$ cat src/rtl/reorder_buffer_if.sv
// -----------------------------------------------------------------------------
// reorder_buffer_if
//   Bundles the decoder/issue, writeback-broadcast, register-file query and
//   commit signals of the reorder buffer.
//
//   Handshake semantics:
//     issue  : an entry is allocated on a posedge where issue_valid && issue_ready.
//              issue_tag names the entry that would be allocated.
//     wb     : wb_valid is a one-cycle strobe with no back-pressure.
//     commit : commit is a one-cycle retire strobe with no back-pressure.
//              The register file must take commit_rd/commit_data/commit_tag
//              in the cycle that commit is high.
//     pause  : freezes every state update. Producers hold their inputs while
//              pause is high.
//
//   Modports:
//     master : decoder / execution units / register file side (drives requests)
//     slave  : reorder buffer side
// -----------------------------------------------------------------------------
interface reorder_buffer_if #(
  parameter int XLEN = 32
);
  logic            pause;
  logic            flush;
  logic            issue_valid;
  logic [4:0]      issue_rd;
  logic            issue_ready;
  logic [2:0]      issue_tag;
  logic            wb_valid;
  logic [2:0]      wb_tag;
  logic [XLEN-1:0] wb_data;
  logic [2:0]      qry1_tag;
  logic [2:0]      qry2_tag;
  logic            qry1_ready;
  logic            qry2_ready;
  logic [XLEN-1:0] qry1_value;
  logic [XLEN-1:0] qry2_value;
  logic            commit;
  logic [4:0]      commit_rd;
  logic [XLEN-1:0] commit_data;
  logic [2:0]      commit_tag;

  modport master (
    output pause, flush, issue_valid, issue_rd, wb_valid, wb_tag, wb_data,
           qry1_tag, qry2_tag,
    input  issue_ready, issue_tag, qry1_ready, qry2_ready, qry1_value,
           qry2_value, commit, commit_rd, commit_data, commit_tag
  );

  modport slave (
    input  pause, flush, issue_valid, issue_rd, wb_valid, wb_tag, wb_data,
           qry1_tag, qry2_tag,
    output issue_ready, issue_tag, qry1_ready, qry2_ready, qry1_value,
           qry2_value, commit, commit_rd, commit_data, commit_tag
  );
endinterface

$ cat src/rtl/reorder_buffer.sv
// -----------------------------------------------------------------------------
// reorder_buffer
//   Seven-entry in-order retirement buffer. Entries carry tags 1..7; tag 0
//   means "no dependency" and is never allocated. Results arrive out of order
//   on the writeback bus and retire in program order, one per cycle.
//
//   Ports:
//     clk    : sole clock, state updates on posedge
//     rst_n  : asynchronous active-low reset
//     rob    : reorder_buffer_if.slave (issue, writeback, query, commit)
//
//   XLEN must match the XLEN of the connected interface instance.
// -----------------------------------------------------------------------------
module reorder_buffer #(
  parameter int XLEN = 32
) (
  input logic             clk,
  input logic             rst_n,
  reorder_buffer_if.slave rob
);

  // Index 0 exists only so 3-bit tags index directly; it is never written.
  logic [7:0]      busy_q, busy_d;
  logic [7:0]      done_q, done_d;
  logic [4:0]      rd_q   [8];
  logic [4:0]      rd_d   [8];
  logic [XLEN-1:0] data_q [8];
  logic [XLEN-1:0] data_d [8];
  logic [2:0]      head_q, head_d;
  logic [2:0]      tail_q, tail_d;
  logic [2:0]      count_q, count_d;

  logic issue_fire;
  logic commit_fire;
  logic wb_fire;

  // Pointers cycle 1..7 and skip tag 0.
  function automatic logic [2:0] next_ptr(input logic [2:0] p);
    return (p == 3'd7) ? 3'd1 : p + 3'd1;
  endfunction

  assign rob.issue_tag   = tail_q;
  assign rob.issue_ready = (count_q != 3'd7) && !rob.pause && !rob.flush;

  assign issue_fire  = rob.issue_valid && rob.issue_ready;
  assign commit_fire = busy_q[head_q] && done_q[head_q] && !rob.pause && !rob.flush;
  assign wb_fire     = rob.wb_valid && (rob.wb_tag != 3'd0) && busy_q[rob.wb_tag] &&
                       !rob.pause;

  // Commit payload is forced to zero when not retiring so the register file
  // never sees a stale head entry.
  assign rob.commit      = commit_fire;
  assign rob.commit_rd   = commit_fire ? rd_q[head_q]   : 5'd0;
  assign rob.commit_data = commit_fire ? data_q[head_q] : '0;
  assign rob.commit_tag  = commit_fire ? head_q         : 3'd0;

  // Operand queries: a same-cycle broadcast wins over the stored value so a
  // dependent instruction can pick up a result the cycle it is produced.
  always_comb begin
    rob.qry1_ready = 1'b0;
    rob.qry1_value = '0;
    if (rob.qry1_tag != 3'd0) begin
      if (rob.wb_valid && (rob.wb_tag == rob.qry1_tag)) begin
        rob.qry1_ready = 1'b1;
        rob.qry1_value = rob.wb_data;
      end else if (busy_q[rob.qry1_tag] && done_q[rob.qry1_tag]) begin
        rob.qry1_ready = 1'b1;
        rob.qry1_value = data_q[rob.qry1_tag];
      end
    end
  end

  always_comb begin
    rob.qry2_ready = 1'b0;
    rob.qry2_value = '0;
    if (rob.qry2_tag != 3'd0) begin
      if (rob.wb_valid && (rob.wb_tag == rob.qry2_tag)) begin
        rob.qry2_ready = 1'b1;
        rob.qry2_value = rob.wb_data;
      end else if (busy_q[rob.qry2_tag] && done_q[rob.qry2_tag]) begin
        rob.qry2_ready = 1'b1;
        rob.qry2_value = data_q[rob.qry2_tag];
      end
    end
  end

  // Next state. Commit and issue never touch the same entry: commit needs a
  // busy head, issue needs a free tail, and head==tail only when empty/full.
  always_comb begin
    busy_d  = busy_q;
    done_d  = done_q;
    rd_d    = rd_q;
    data_d  = data_q;
    head_d  = head_q;
    tail_d  = tail_q;
    count_d = count_q;
    if (rob.flush && !rob.pause) begin
      busy_d  = '0;
      done_d  = '0;
      head_d  = 3'd1;
      tail_d  = 3'd1;
      count_d = 3'd0;
    end else begin
      if (wb_fire) begin
        done_d[rob.wb_tag] = 1'b1;
        data_d[rob.wb_tag] = rob.wb_data;
      end
      if (commit_fire) begin
        busy_d[head_q] = 1'b0;
        done_d[head_q] = 1'b0;
        head_d         = next_ptr(head_q);
      end
      if (issue_fire) begin
        busy_d[tail_q] = 1'b1;
        done_d[tail_q] = 1'b0;
        rd_d[tail_q]   = rob.issue_rd;
        tail_d         = next_ptr(tail_q);
      end
      if (issue_fire && !commit_fire) begin
        count_d = count_q + 3'd1;
      end else if (commit_fire && !issue_fire) begin
        count_d = count_q - 3'd1;
      end
    end
  end

  always_ff @(posedge clk or negedge rst_n) begin
    if (!rst_n) begin
      busy_q  <= '0;
      done_q  <= '0;
      head_q  <= 3'd1;
      tail_q  <= 3'd1;
      count_q <= 3'd0;
      for (int i = 0; i < 8; i++) begin
        rd_q[i]   <= 5'd0;
        data_q[i] <= '0;
      end
    end else begin
      busy_q  <= busy_d;
      done_q  <= done_d;
      head_q  <= head_d;
      tail_q  <= tail_d;
      count_q <= count_d;
      rd_q    <= rd_d;
      data_q  <= data_d;
    end
  end

endmodule

$ cat src/flat_wrapper.sv
// flat-port wrapper written by rule: the top's interface ports become plain ports
module reorder_buffer_flat 
#(
  parameter int XLEN = 32
)
  (clk, rst_n, rob_pause, rob_flush, rob_issue_valid, rob_issue_rd, rob_wb_valid, rob_wb_tag, rob_wb_data, rob_qry1_tag, rob_qry2_tag, rob_issue_ready, rob_issue_tag, rob_qry1_ready, rob_qry2_ready, rob_qry1_value, rob_qry2_value, rob_commit, rob_commit_rd, rob_commit_data, rob_commit_tag);
  reorder_buffer_if #(.XLEN(XLEN)) rob_i ();
  input logic clk;
  input logic rst_n;
  input wire logic [$bits(rob_i.pause)-1:0] rob_pause;
  input wire logic [$bits(rob_i.flush)-1:0] rob_flush;
  input wire logic [$bits(rob_i.issue_valid)-1:0] rob_issue_valid;
  input wire logic [$bits(rob_i.issue_rd)-1:0] rob_issue_rd;
  input wire logic [$bits(rob_i.wb_valid)-1:0] rob_wb_valid;
  input wire logic [$bits(rob_i.wb_tag)-1:0] rob_wb_tag;
  input wire logic [$bits(rob_i.wb_data)-1:0] rob_wb_data;
  input wire logic [$bits(rob_i.qry1_tag)-1:0] rob_qry1_tag;
  input wire logic [$bits(rob_i.qry2_tag)-1:0] rob_qry2_tag;
  output wire logic [$bits(rob_i.issue_ready)-1:0] rob_issue_ready;
  output wire logic [$bits(rob_i.issue_tag)-1:0] rob_issue_tag;
  output wire logic [$bits(rob_i.qry1_ready)-1:0] rob_qry1_ready;
  output wire logic [$bits(rob_i.qry2_ready)-1:0] rob_qry2_ready;
  output wire logic [$bits(rob_i.qry1_value)-1:0] rob_qry1_value;
  output wire logic [$bits(rob_i.qry2_value)-1:0] rob_qry2_value;
  output wire logic [$bits(rob_i.commit)-1:0] rob_commit;
  output wire logic [$bits(rob_i.commit_rd)-1:0] rob_commit_rd;
  output wire logic [$bits(rob_i.commit_data)-1:0] rob_commit_data;
  output wire logic [$bits(rob_i.commit_tag)-1:0] rob_commit_tag;
  assign rob_i.pause = rob_pause;
  assign rob_i.flush = rob_flush;
  assign rob_i.issue_valid = rob_issue_valid;
  assign rob_i.issue_rd = rob_issue_rd;
  assign rob_i.wb_valid = rob_wb_valid;
  assign rob_i.wb_tag = rob_wb_tag;
  assign rob_i.wb_data = rob_wb_data;
  assign rob_i.qry1_tag = rob_qry1_tag;
  assign rob_i.qry2_tag = rob_qry2_tag;
  assign rob_issue_ready = rob_i.issue_ready;
  assign rob_issue_tag = rob_i.issue_tag;
  assign rob_qry1_ready = rob_i.qry1_ready;
  assign rob_qry2_ready = rob_i.qry2_ready;
  assign rob_qry1_value = rob_i.qry1_value;
  assign rob_qry2_value = rob_i.qry2_value;
  assign rob_commit = rob_i.commit;
  assign rob_commit_rd = rob_i.commit_rd;
  assign rob_commit_data = rob_i.commit_data;
  assign rob_commit_tag = rob_i.commit_tag;
  reorder_buffer #(.XLEN(XLEN)) u_core (.clk(clk), .rst_n(rst_n), .rob(rob_i));
endmodule
$ cat config.mk
export PLATFORM = sky130hd
export DESIGN_NAME = reorder_buffer_flat
export DESIGN_NICKNAME = d
export VERILOG_FILES = /design/src/rtl/reorder_buffer_if.sv /design/src/rtl/reorder_buffer.sv /design/src/flat_wrapper.sv
export SDC_FILE = /design/constraint.sdc
export NUM_CORES = 1
export LEC_CHECK = 0
export BUFFER_PORTS_ARGS = -buffer_cell sky130_fd_sc_hd__buf_2
export CORE_ASPECT_RATIO = 0.9
export CORE_UTILIZATION = 55
export CTS_BUF_LIST = sky130_fd_sc_hd__clkbuf_4
export CTS_CLUSTER_DIAMETER = 80
export CTS_CLUSTER_SIZE = 16
export DETAILED_ROUTE_END_ITERATION = 7
export PLACE_DENSITY = 0.87
export SETUP_SLACK_MARGIN = 0.3
export SYNTH_ARGS = -nofsm -noshare
export SYNTH_HDL_FRONTEND = slang
export SYNTH_SLANG_ARGS = --single-unit
$ cat constraint.sdc
create_clock -name clk -period 2.7 [get_ports clk]
set_clock_uncertainty 0.05 [all_clocks]
set_input_delay 0.405 -clock clk [delete_from_list [all_inputs] [get_ports clk]]
set_output_delay 0.405 -clock clk [all_outputs]
set_load 0.02 [all_outputs]
==> out/metrics.cfg <==
[outcome]
status=complete, but fails checks
violations=setup timing

[floorplan]
core_region_area_um2=33900
die-area_um2=35100
die_y_um=178
num_rows=64
fp.dieW_um=197
pin_count=163
start_util=0.558

[setup_path]
crit_path_start_kind=register
max_stage_delay_ps=620
r2r_end=u_core.count_q[2]
arrival_ps=3200
r2r-start=u_core.head_q[0]
crit_path_cell_trace=buf_6 -> mux2i_1 -> mux4_2 -> nor3_4 -> o21ai_4 -> buf_8 -> buf_12 -> buf_16 -> nor4_4 -> buf_4
critical_path.endpoint_type=primary output
path_depth=10
cpLargestDelayFamily=buffers and inverters
path_class=reg2out
startpoint=u_core.head_q[0]
cp.buffers_inverters=5
crit_end=rob_commit_data[15]
cp_max_fo=5
rrSetupSlack_ps=-550
reg2reg_depth=13
worstPathRequired_ps=2250
slowest_stage=dfstp_2

[yosys]
synth-main-ff-cell=dfrtp_1
synth_area_um2=18900
async_reset_ff_frac=1.00
ys_types=57
netlist_instances=1509
synth.area.mux_share=0.343
synth-simple-area-share=0.0769
seq_area_frac_synth=0.425
avgSynthCellArea_um2=12.5
yosysWarnings=0
synth_fa_ha_area_frac=0.00437
synth_edf_count=0
synth_seq_cells=321
synth.net_count=1567
synth_top_family_by_area=multiplexers
synth_xor_xnor_area_share=0.00371
synth_compound_area_frac=0.100

[power_and_ir_drop]
swShare=0.298
p_comb_frac=0.187
p_int_uw=6510
powerDensity_nw_per_um2=392
switching_power_uw=2760
vdd_ir_drop_max_uv=319
total_power_uw=9270
clockPowerShare=0.245
pwr-share-seq=0.569
p_leak_uw=0.0105

[min_path]
hp-class=in2async

[global_route]
antenna_found_initial=1
grt_pass1_wl_mm=95.1
grt_max_degree=87
top_usage_layer=met2
grt_pass1_vias=15860
gr-usage-met1=0.463
grt_use_met3=0.0800
use_met2=0.571
track_usage=0.362
grt-ovfl-total=0

[placed_design]
hpwl_mm=37.7
portBuffers=162
pre_cts_ws_ps=-133
place.gp.congestion=0.948

[cts]
cts_buffer_depth=3
clk_pin_slew_ps=160
clkLatencyLatePin_ps=760
tritoncts=done
cts_max_level=1
cts-root-buf=clkbuf_4
clock-sinks=321
numCtsBuffers=24

[job]
cap_violations=0

[route]
viasPerCell=7.19
finalWirelength_mm=63.5
vias=15537
wl_per_cell_um=29.4
ant_nets=0
drc_errors=0
drt_iter0_markers=1722
firstDrtPassIters=5

[final_layout]
layout_commonest_cell=dfrtp_1
area_delta_synth_final_pct=25.2
nets=1745
drive_gt1_frac=0.511
final_cell_mix=318 x dfrtp_1, 246 x mux2_2, 131 x mux4_2
fillers=2147

[timing]
rsz0062_at_grt=yes
slew_headroom=0.558
max_clock_freq_mhz=274
drv_slew=0
period_share=1.35
finalWorstSetupSlack_ps=-954
worst_slew_pin_slew_ps=660
final_hold_viol_count=0
setup_violations=109
final.min_clock_period_ps=3650

power groups by stage:
stage | sequential [µW] | clock [µW] | combinational [µW]
6_report | 5270 | 2270 | 1730
5_1_grt | 5300 | 2450 | 1820
4_1_cts | 5250 | 2270 | 1640
3_5_place_dp | 5340 | 0 | 1490
3_3_place_gp | 5320 | 0 | 1440
2_1_floorplan | 5280 | 0 | 998
cell families after synthesis:
logic type,after synthesis
flip-flops,321
AND/OR/NAND/NOR,260
XOR/XNOR,8
AO/OA/AOI/OAI,265
multiplexers,453
buffers and inverters,196
adder cells (fa/ha/maj),6
flip-flops by register name, summed over array words and instances, names as in the netlist:
| register | count |
|---|---|
| u_core.busy_q | 8 |
| u_core.count_q | 3 |
| u_core.data_q | 256 |
| u_core.done_q | 8 |
| u_core.head_q | 3 |
| u_core.rd_q | 40 |
| u_core.rob.issue_tag | 3 |
worst reg2reg max path: cells and delay by family (launching register included):
family	cells	cell delay (ps)
XOR/XNOR	1	150
AO/OA/AOI/OAI	2	260
AND/OR/NAND/NOR	2	540
multiplexers	2	590
adder cells (fa/ha/maj)	2	480
flip-flops	1	620
buffers and inverters	4	490
worst min-delay path by stage:
stage	slack [ps]	end	depth (start not counted)	start
floorplan	60	u_core.busy_q[0]	0	rst_n
global placement	310	u_core.data_q[251]	1	rst_n
detailed placement	300	u_core.data_q[91]	1	rst_n
CTS	80	u_core.done_q[5]	3	rob_wb_tag[0]
global route	130	u_core.data_q[91]	2	rst_n
finish	100	u_core.data_q[219]	2	rst_n
area by class of cell:
class / count / area (µm²) / area share
Clock inverter: 4 / 50.0 / 0.00211
Sequential cell: 321 / 8040 / 0.340
Inverter: 10 / 40.0 / 0.00169
Tap cell: 462 / 578 / 0.0244
Multi-Input combinational cell: 992 / 11200 / 0.471
Timing Repair Buffer: 338 / 3550 / 0.150
Clock buffer: 34 / 255 / 0.0108
Antenna cell: 1 / 2.50 / 0.000106
through the flow:
step / setup TNS, ps / std cells / util / area [µm²] / hold WS [ps]
finish: -68580 / 2162 / 0.699 / 23700 / 99.1
global route: -74420 / 2162 / 0.699 / 23700 / 128
detailed placement: -736 / 2044 / 0.632 / 21400 / 299
floorplan: -769 / 1509 / - / 19600 / 59.4
global placement: -225 / 2044 / 0.632 / 21400 / 306
CTS: -63900 / 2150 / 0.686 / 23200 / 78.1
metal layers:
metal,vias to the layer above,part of all wire
met4,0,0.061
met2,1242,0.47
met3,315,0.11
met1,7829,0.36
li1,6151,-
met5,-,0
repair_timing:
item | 4_1_cts | 5_1_grt
pin swaps | 19 | 14
hold buffers | 39 | 0
endpoints found under the setup margin | 112 | 166
gates cloned | 7 | 1
setup buffers | 22 | 10
endpoints found under the hold margin | 565 | 0
gates resized for setup | 233 | 78
cells in the mapped netlist, types with 5 or more instances:
cell type  count  share of area
a211oi_1      24         0.0095
a21oi_1       12         0.0032
a31oi_1       11         0.0036
buf_1         16         0.0032
buf_2         52          0.014
buf_4          5         0.0020
buf_6          7         0.0042
clkbuf_1     106          0.021
dfrtp_1      319           0.42
ha_1           5         0.0033
inv_1          9         0.0018
mux2_2       249           0.15
mux2i_1       69          0.037
mux4_2       131           0.16
nand2_1      114          0.023
nand3_1       15         0.0040
nand3b_1       5         0.0020
nor2_1        44         0.0087
nor2b_1        6         0.0020
nor3_1         9         0.0024
nor4_1         5         0.0017
nor4_2        34          0.023
o21ai_0       49          0.013
o221ai_1      37          0.017
o22a_1        37          0.017
o22ai_1       74          0.024
xnor2_1        7         0.0032
(Power assumes the default switching activity.)
